===== src/rtl/gate_sensor_decoder_pkg.sv =====
// Shared types for the door gate decoder: FSM state encoding, direction
// levels and the pure next-state/event decode of the crossing table.
package gate_sensor_decoder_pkg;

  typedef enum logic [2:0] {
    ST_IDLE     = 3'd0,
    ST_IN_A     = 3'd1,
    ST_IN_AB    = 3'd2,
    ST_IN_B     = 3'd3,
    ST_OUT_B    = 3'd4,
    ST_OUT_BA   = 3'd5,
    ST_OUT_A    = 3'd6,
    ST_WAIT_CLR = 3'd7
  } gate_state_e;

  localparam logic DIR_ENTRY = 1'b1;
  localparam logic DIR_EXIT  = 1'b0;
  localparam int   NUM_SENS  = 2;

  typedef struct packed {
    gate_state_e nxt;
    logic        evt;
    logic        dir;
  } gate_step_t;

  // ab = {filtered outer, filtered inner}; combinations not listed hold the state.
  function automatic gate_step_t decode_step(input gate_state_e s, input logic [1:0] ab);
    gate_step_t r;
    r.nxt = s;
    r.evt = 1'b0;
    r.dir = DIR_EXIT;
    case (s)
      ST_IDLE: case (ab)
        2'b10:   r.nxt = ST_IN_A;
        2'b01:   r.nxt = ST_OUT_B;
        2'b11:   r.nxt = ST_WAIT_CLR;
        default: ;
      endcase
      ST_IN_A: case (ab)
        2'b11:   r.nxt = ST_IN_AB;
        2'b01:   r.nxt = ST_IN_B;
        2'b00:   r.nxt = ST_IDLE;
        default: ;
      endcase
      ST_IN_AB: case (ab)
        2'b01:   r.nxt = ST_IN_B;
        2'b10:   r.nxt = ST_IN_A;
        2'b00:   r.nxt = ST_IDLE;
        default: ;
      endcase
      ST_IN_B: case (ab)
        2'b00: begin
          r.nxt = ST_IDLE;
          r.evt = 1'b1;
          r.dir = DIR_ENTRY;
        end
        2'b11:   r.nxt = ST_IN_AB;
        2'b10:   r.nxt = ST_IN_A;
        default: ;
      endcase
      ST_OUT_B: case (ab)
        2'b11:   r.nxt = ST_OUT_BA;
        2'b10:   r.nxt = ST_OUT_A;
        2'b00:   r.nxt = ST_IDLE;
        default: ;
      endcase
      ST_OUT_BA: case (ab)
        2'b10:   r.nxt = ST_OUT_A;
        2'b01:   r.nxt = ST_OUT_B;
        2'b00:   r.nxt = ST_IDLE;
        default: ;
      endcase
      ST_OUT_A: case (ab)
        2'b00: begin
          r.nxt = ST_IDLE;
          r.evt = 1'b1;
          r.dir = DIR_EXIT;
        end
        2'b11:   r.nxt = ST_OUT_BA;
        2'b01:   r.nxt = ST_OUT_B;
        default: ;
      endcase
      ST_WAIT_CLR: if (ab == 2'b00) r.nxt = ST_IDLE;
      default: r.nxt = ST_IDLE;
    endcase
    return r;
  endfunction

endpackage


===== src/rtl/gate_sensor_decoder_debounce.sv =====
// Synchroniser plus stable-count debouncer for one asynchronous beam sensor.
module sensor_debounce #(
  parameter int SYNC_STAGES     = 2,
  parameter int DEBOUNCE_CYCLES = 4,
  parameter int DEB_W           = 3
) (
  input  logic clk,
  input  logic reset,
  input  logic raw,
  output logic level
);

  logic [SYNC_STAGES-1:0] sync;
  logic [DEB_W-1:0]       cnt;
  logic                   synced;

  assign synced = sync[SYNC_STAGES-1];

  always_ff @(posedge clk or posedge reset) begin
    if (reset) sync <= '0;
    else       sync <= {sync[SYNC_STAGES-2:0], raw};
  end

  // Level only flips after DEBOUNCE_CYCLES consecutive disagreeing samples.
  always_ff @(posedge clk or posedge reset) begin
    if (reset) begin
      cnt   <= '0;
      level <= 1'b0;
    end else if (synced == level) begin
      cnt <= '0;
    end else if (cnt == DEB_W'(DEBOUNCE_CYCLES - 1)) begin
      cnt   <= '0;
      level <= ~level;
    end else begin
      cnt <= cnt + DEB_W'(1);
    end
  end

endmodule


===== src/rtl/gate_sensor_decoder.sv =====
// Two-beam door decoder: debounced sensors feed a crossing-order FSM that
// emits one-cycle entry/exit events, with a per-state timeout fault.
module gate_sensor_decoder
  import gate_sensor_decoder_pkg::*;
#(
  parameter int SYNC_STAGES     = 2,
  parameter int DEBOUNCE_CYCLES = 4,
  parameter int DEB_W           = 3,
  parameter int TIMEOUT_CYCLES  = 1000,
  parameter int TMO_W           = 10
) (
  input  logic clk,
  input  logic reset,
  input  logic sens_a,
  input  logic sens_b,
  output logic evt_valid,
  output logic updown,
  output logic busy,
  output logic fault
);

  logic [NUM_SENS-1:0] raw;
  logic [NUM_SENS-1:0] filt;
  gate_state_e         state, state_nxt;
  gate_step_t          step;
  logic [TMO_W-1:0]    timer;
  logic                evt_nxt;
  logic                tmo_take;

  assign raw = {sens_a, sens_b};

  for (genvar i = 0; i < NUM_SENS; i++) begin : g_sens
    sensor_debounce #(
      .SYNC_STAGES    (SYNC_STAGES),
      .DEBOUNCE_CYCLES(DEBOUNCE_CYCLES),
      .DEB_W          (DEB_W)
    ) u_deb (
      .clk  (clk),
      .reset(reset),
      .raw  (raw[i]),
      .level(filt[i])
    );
  end

  // Timeout overrides the table, except that WAIT_CLR may still leave on 00.
  always_comb begin
    step      = decode_step(state, filt);
    state_nxt = step.nxt;
    evt_nxt   = step.evt;
    tmo_take  = 1'b0;
    if ((state != ST_IDLE) && (timer == TMO_W'(TIMEOUT_CYCLES - 1)) &&
        !((state == ST_WAIT_CLR) && (step.nxt == ST_IDLE))) begin
      tmo_take  = 1'b1;
      state_nxt = ST_WAIT_CLR;
      evt_nxt   = 1'b0;
    end
  end

  always_ff @(posedge clk or posedge reset) begin
    if (reset) begin
      state     <= ST_IDLE;
      timer     <= '0;
      evt_valid <= 1'b0;
      updown    <= 1'b0;
      busy      <= 1'b0;
      fault     <= 1'b0;
    end else begin
      state     <= state_nxt;
      busy      <= (state_nxt != ST_IDLE);
      evt_valid <= evt_nxt;
      if (evt_nxt) updown <= step.dir;
      if (state_nxt == ST_IDLE) fault <= 1'b0;
      else if (tmo_take)        fault <= 1'b1;
      // Timer saturates once the timeout fires so WAIT_CLR keeps the fault asserted.
      if (tmo_take)                                        timer <= timer;
      else if ((state_nxt != state) || (state == ST_IDLE)) timer <= '0;
      else                                                 timer <= timer + TMO_W'(1);
    end
  end

endmodule


===== config.mk =====
export PLATFORM = sky130hd
export DESIGN_NAME = gate_sensor_decoder
export DESIGN_NICKNAME = d
export VERILOG_FILES = /design/src/rtl/gate_sensor_decoder_pkg.sv /design/src/rtl/gate_sensor_decoder_debounce.sv /design/src/rtl/gate_sensor_decoder.sv
export SDC_FILE = /design/constraint.sdc
export NUM_CORES = 1
export LEC_CHECK = 0
export BUFFER_PORTS_ARGS = -buffer_cell sky130_fd_sc_hd__buf_2
export CORE_UTILIZATION = 45
export DETAILED_ROUTE_END_ITERATION = 8
export GPL_ROUTABILITY_DRIVEN = 1
export RECOVER_POWER = 100
export REMOVE_ABC_BUFFERS = 1
export SLEW_MARGIN = 20
export SYNTH_ARGS = -nofsm -noshare
export SYNTH_HDL_FRONTEND = slang
export SYNTH_HIERARCHICAL = 1
export SYNTH_SLANG_ARGS = --single-unit

===== constraint.sdc =====
create_clock -name clk -period 2.6 [get_ports clk]
set_input_delay 0.26 -clock clk [delete_from_list [all_inputs] [get_ports clk]]
set_output_delay 0.26 -clock clk [all_outputs]
set_load 0.05 [all_outputs]

==> impl_metrics.ini, run 1 <==
[yosys]
synthCells = 174
synth_edf_count = 0
synth_area_mm2 = 0.00176
synth_top_family_by_area = simple AND/OR/NAND/NOR gates
synthMuxAreaShare_pct = 2.85
yosys_warnings = 6
synth_seq_area_share_pct = 41.3
synth_compound_area_share_pct = 16.0
yosys_register_bits = 29
synth_fa_ha_area_share_pct = 7.12
yosys.cell_types.count = 52
yosys_most_used_dff = dfrtp_1
synth_top_area_cell = dfrtp_1
synth_area_per_cell_um2 = 10.1
synthTopCellsByArea = dfrtp_1, ha_1, xnor2_1
synth_xor_area_share_pct = 4.49
async_reset_ff_share_pct = 100
synth_top_area_share_pct = 41.3
yosys.area_share.simple_pct = 23.4

[grt]
grt_pass1_vias = 1304
grt-ovfl-total = 0
track_usage_pct = 19.0
grt_start_max_net_pins = 18
grt_pass1_wl_mm = 6.02
antenna_found_initial = 0

[clock_tree]
clk_latency_ns = 0.27
cts_tree = built
clk_pin_slew_worst_paths_ns = 0.06
cts_resized = 0
root_buffer = clkbuf_8
postCtsSetupBuffers = 0
numCtsBuffers = 5
htreeDepth = 2
cts_sinks = 29
clockBufferDepth = 2

[die]
placement_rows = 22
coreArea_mm2 = 0.00372
fp.dieW_um = 64.5
start_util_pct = 47.3
io_pins = 8
die_h_um = 64.5
dieArea_mm2 = 0.00416

[final_layout]
antenna_cells = 0
layout.nets = 198
area_growth_pct = 8.48
drive_above_1_share_pct = 11.9
final_cells = 233

[pwr]
p_leak_nw = 0.806
power.density_mw_per_mm2 = 1190
ir_drop_uv = 662

[route]
drt_pass1_iterations = 4
wl_mm = 3.19
drt_iter0_markers = 72
wl_per_cell_um = 13.7
vias = 1291
drc = 0
drt.antenna.violating_nets = 0
via_per_inst = 5.54

[sta]
fin_crit_ns = 2.42
clock.fmax_mhz = 413
skew_ns = 0.00334
rsz0062_at_grt = no
report.final.slew_viol_count = 0
setup_tns_ns = 0
finalSetupViolCount = 0
fin_crit_sh_pct = 93.2
max_slew_margin_pct = 52.2
hold_viol = 0
max_slew.worst_pin.slew_ns = 0.712

[placement]
portBuffers = 7
gp_congestion = 0.934
dp_cells = 224
dpl.hpwl_mm = 2.38

[worst_setup_path]
path_max_fanout = 10
worstPathArrival_ns = 2.53
crit_type = reg2reg
crit_required_ns = 2.71
startpoint_type = flip-flop
end_kind = flip-flop

[run]
max_cap_viol_count = 0

[worst_hold_path]
hp-class = in2reg

[run_status]
status = complete, no violations
[worst paths after layout]
check / from / endpoint / slack, ns / cells past startpoint
max reg2reg: g_sens[0].u_deb/level / timer[6] / 0.18 / 8
min reg2reg: g_sens[1].u_deb/sync[0] / g_sens[1].u_deb/sync[1] / 0.35 / 0
min: sens_b / g_sens[0].u_deb/sync[0] / 0.09 / 1
max in group asynchronous: reset / evt_valid / 1.55 / 3
min in group asynchronous: reset / g_sens[1].u_deb/cnt[0] / 0.45 / 3
max: g_sens[0].u_deb/level / timer[6] / 0.18 / 8
[cell families (layout without fill, tap and decap cells)]
logic type / Yosys count / in the layout
and+or+nand+nor: 68 / 68
adders and majority gates: 10 / 10
buffers and inverters: 15 / 26
xor gates and xnor gates: 9 / 9
AOI/OAI and AO/OA: 39 / 39
muxes: 4 / 4
DFF: 29 / 29
[state kept, by name (all words and copies together) (netlist names)]
register            cells
g_sens.u_deb/sync       4
g_sens.u_deb/cnt        6
evt_valid               1
updown                  1
busy                    1
g_sens.u_deb/level      2
timer                  10
state                   3
fault                   1
[final cells by class]
class                           instances  area (µm²)
Sequential cell                        29         726
Inverter                                9        33.8
Timing Repair Buffer                    9        46.3
Fill cell                             368        1810
Tap cell                               48        60.1
Multi-Input combinational cell        130         923
Clock inverter                          1        30.0
Clock buffer                            7        86.3
[worst max-delay path, stage by stage (launching register included)]
cell,delay (ns)
dfrtp_1,0.49
inv_1,0.13
ha_1,0.27
or3b_1,0.19
a21oi_1,0.08
nor4_2,0.44
a21oi_1,0.18
o211ai_4,0.35
o21ai_0,0.14
[power by group]
part | internal (mW) | switching (mW)
sequential | 0.550 | 0.167
clock | 0.312 | 0.155
combinational | 0.453 | 0.625
[metal layers]
metal  global-route usage, %  vias to the layer above  routed length (µm)
li1                        -                      631                   -
met1                    25.6                      625                1530
met2                    28.9                       33                1490
met3                    5.28                        2                 154
met4                    7.50                        0                  22
met5                       0                        -                   0
[Yosys cell counts (3+ instances only)]
cell and number:
dfrtp_1 29, nand2b_1 5, a21o_1 4, o21ai_0 5, a21oi_1 7, nor3_1 3
o21ai_1 8, nand2_1 15, nor3b_1 4, xnor2_1 8, ha_1 10, nor2_1 13
inv_1 8, buf_6 3, nand3_1 5
[per-stage QoR]
stage          power (mW)  worst slack (ns)  utilization (%)  hold slack (ns)  area, µm²
6_report             2.26             0.178             51.3           0.0921       1910
5_1_grt              2.45            0.0274             51.3           0.0766       1910
4_1_cts              2.31             0.194             52.1           0.0763       1930
3_5_place_dp         1.82             0.204             48.7            0.205       1810
3_3_place_gp         1.79             0.288             48.7            0.197       1810
2_1_floorplan        1.58             0.522                -           0.0510       1710
[cell usage in the layout, fill, tap and decap left out, types with 2 or more instances in the layout]
cell / netlist / layout
nor3b_1: 4 / 4
o21bai_1: 2 / 2
a211oi_1: 2 / 2
a21oi_1: 7 / 7
a21o_1: 4 / 4
or3_1: 2 / 2
nor2b_1: 2 / 4
inv_1: 8 / 8
nand2b_1: 5 / 5
buf_2: 1 / 2
nor3_2: 2 / 2
clkbuf_1: 0 / 6
xnor2_1: 8 / 8
ha_1: 10 / 10
nor4_1: 2 / 2
nand2_1: 15 / 15
clkbuf_8: 0 / 6
dfrtp_1: 29 / 29
nor2_1: 13 / 13
o21ai_1: 8 / 6
nor3_1: 3 / 3
o21ai_0: 5 / 8
nand4_1: 2 / 2
nand3_1: 5 / 5
o221ai_1: 2 / 2
or3b_1: 2 / 2
[timing repair]
action                                  CTS  global route
endpoints found under the hold margin    12             0
hold buffers                              1             0
endpoints found under the setup margin    0             0
Power figures use the tool's default switching activity.
==> run 2: changes to the inputs <==
Settings changed: CELL_PAD_IN_SITES_DETAIL_PLACEMENT set to 1, CELL_PAD_IN_SITES_GLOBAL_PLACEMENT set to 1, PLACE_DENSITY_LB_ADDON set to 0.1, REMOVE_ABC_BUFFERS 1 to unset.
==> run 2 against run 1 <==
  * Cell count grew 0.43%
  * Fmax grew 0.78%
  * Non-clock buffer count grew 1
  * Sequential power grew 0.6%
  * Combinational power grew 13%
  * Largest cell class unchanged
==> impl_metrics.ini, run 2 (same netlist as run 1, synthesis figures left out) <==
[final_layout]
drive_above_1_share_pct = 12.9
final_cell_mix = dfrtp_1, nand2_1, nor2_1
regMostFlops = timer
layout.nets = 199
area_growth_pct = 8.33
reg.largest.list = timer x10, g_sens.u_deb/cnt x6, g_sens.u_deb/sync x4
largest_register_ffs = 10
n_fill_cell = 432
antenna_cells = 0
final_common_cell = dfrtp_1

[yosys]
syn_nets = 188

[pwr]
p_leak_nw = 0.805
power.total_mw = 2.30
ir_drop_uv = 518
power.density_mw_per_mm2 = 1210

[grt]
grt_pass1_wl_mm = 6.64
grt_pass1_vias = 1441
grt_start_max_net_pins = 20
grt-ovfl-total = 0
antenna_found_initial = 0
track_usage_pct = 21.2

[sta]
max_slew_margin_pct = 50.5
skew_ns = 0.00501
report.final.slew_viol_count = 0
setup_tns_ns = 0
finalSetupViolCount = 0
hold_viol = 0
clock.fmax_mhz = 416
max_slew.worst_pin.slew_ns = 0.738
fin_crit_sh_pct = 92.4
fin_crit_ns = 2.40

[die]
coreArea_mm2 = 0.00372
placement_rows = 22
die_h_um = 64.5
dieArea_mm2 = 0.00416
fp.dieW_um = 64.5
io_pins = 8
start_util_pct = 47.3

[route]
drt_iter0_markers = 65
drt.antenna.violating_nets = 0
drc = 0
vias = 1312
wl_per_cell_um = 15.9
via_per_inst = 5.61
drt_pass1_iterations = 4
wl_mm = 3.72

[run_status]
status = complete, no violations

[clock_tree]
htreeDepth = 2
cts_sinks = 29
root_buffer = clkbuf_8
clockBufferDepth = 2
clk_pin_slew_worst_paths_ns = 0.07
numCtsBuffers = 5
cts_tree = built
clk_latency_ns = 0.28

[worst_setup_path]
crit_path_top_delay_cell = dfrtp_1
cp-startpoint = g_sens[0].u_deb/level
rr_startpoint = g_sens[0].u_deb/level
crit_required_ns = 2.72
cpPeakStageDelay_ns = 0.47
crit_type = reg2reg
end_kind = flip-flop
worstPathArrival_ns = 2.52
startpoint_type = flip-flop
cp_cell_sequence = inv_1 > ha_1 > or3b_1 > a21oi_1 > nor4_4 > mux2i_1 > o211ai_4 > buf_12 > o21ai_1
path_max_fanout = 10
crit_family = compound AO/OA/AOI/OAI gates
path_buf_inv = 2

[placement]
portBuffers = 7
dpl.hpwl_mm = 2.82
gp_congestion = 0.849

[worst_hold_path]
hold_start = sens_b
hp-class = in2reg

[run]
max_cap_viol_count = 0
## run 2: cell count changes in the layout (fill, tap and decap cells not counted), sizes merged
cell      delta
buf          +1
clkinvlp     +1
clkinv       +2
clkbuf       -2
bufinv       -1
## run 2: through the flow
stage	worst slack, ns	instance area, µm²	instances	utilization [%]	hold WS (ns)
floorplan	0.525	1760	174	-	0.0510
global placement	0.298	1810	224	48.7	0.194
detailed placement	0.123	1810	224	48.7	0.198
CTS	0.128	1900	233	51.2	0.0791
global route	-0.00962	1900	234	51.2	0.0718
finish	0.197	1900	234	51.2	0.0886
## run 2: layout make-up
type,count,area (µm²),area share [%]
clock buffers,5,68.8,3.62
clock inverters,3,17.5,0.920
inverters,9,33.8,1.78
multi-input cells,130,931,48.9
flip-flops and latches,29,726,38.1
well taps,48,60.1,3.16
repair buffers,10,66.3,3.48
## run 2: where the power goes
group / total, mW / leakage [nW] / internal [mW] / switching [mW]
Combinational: 1.22 / 0.387 / 0.533 / 0.688
Sequential: 0.721 / 0.374 / 0.549 / 0.171
Clock: 0.362 / 0.0439 / 0.184 / 0.178
## run 2: worst paths after layout
kind                                           endpoint  slack (ns)  depth (start not counted)
worst max-delay path                           timer[6]        0.20                          9
worst min-delay path            g_sens[0].u_deb/sync[0]        0.09                          1
worst max register to register                 timer[6]        0.20                          9
worst min register to register  g_sens[0].u_deb/sync[1]        0.35                          0
max in group asynchronous                     evt_valid        1.55                          3
min in group asynchronous        g_sens[0].u_deb/cnt[0]        0.44                          3
## run 2: repair_timing
item | in CTS | in global routing
hold buffers | 1 | 0
setup buffers | 0 | 1
hold endpoints to repair | 12 | 0
resized for setup | 0 | 1
endpoints found under the setup margin | 0 | 10
## run 2: per-layer routing
metal	up-vias	wire [µm]	GRT usage [%]	share of wire [%]
li1	632	-	-	-
met1	658	1700	25.3	46
met2	17	1860	37.0	50
met3	5	116	5.28	3.1
met4	0	37	6.94	1.0
met5	-	0	0	0
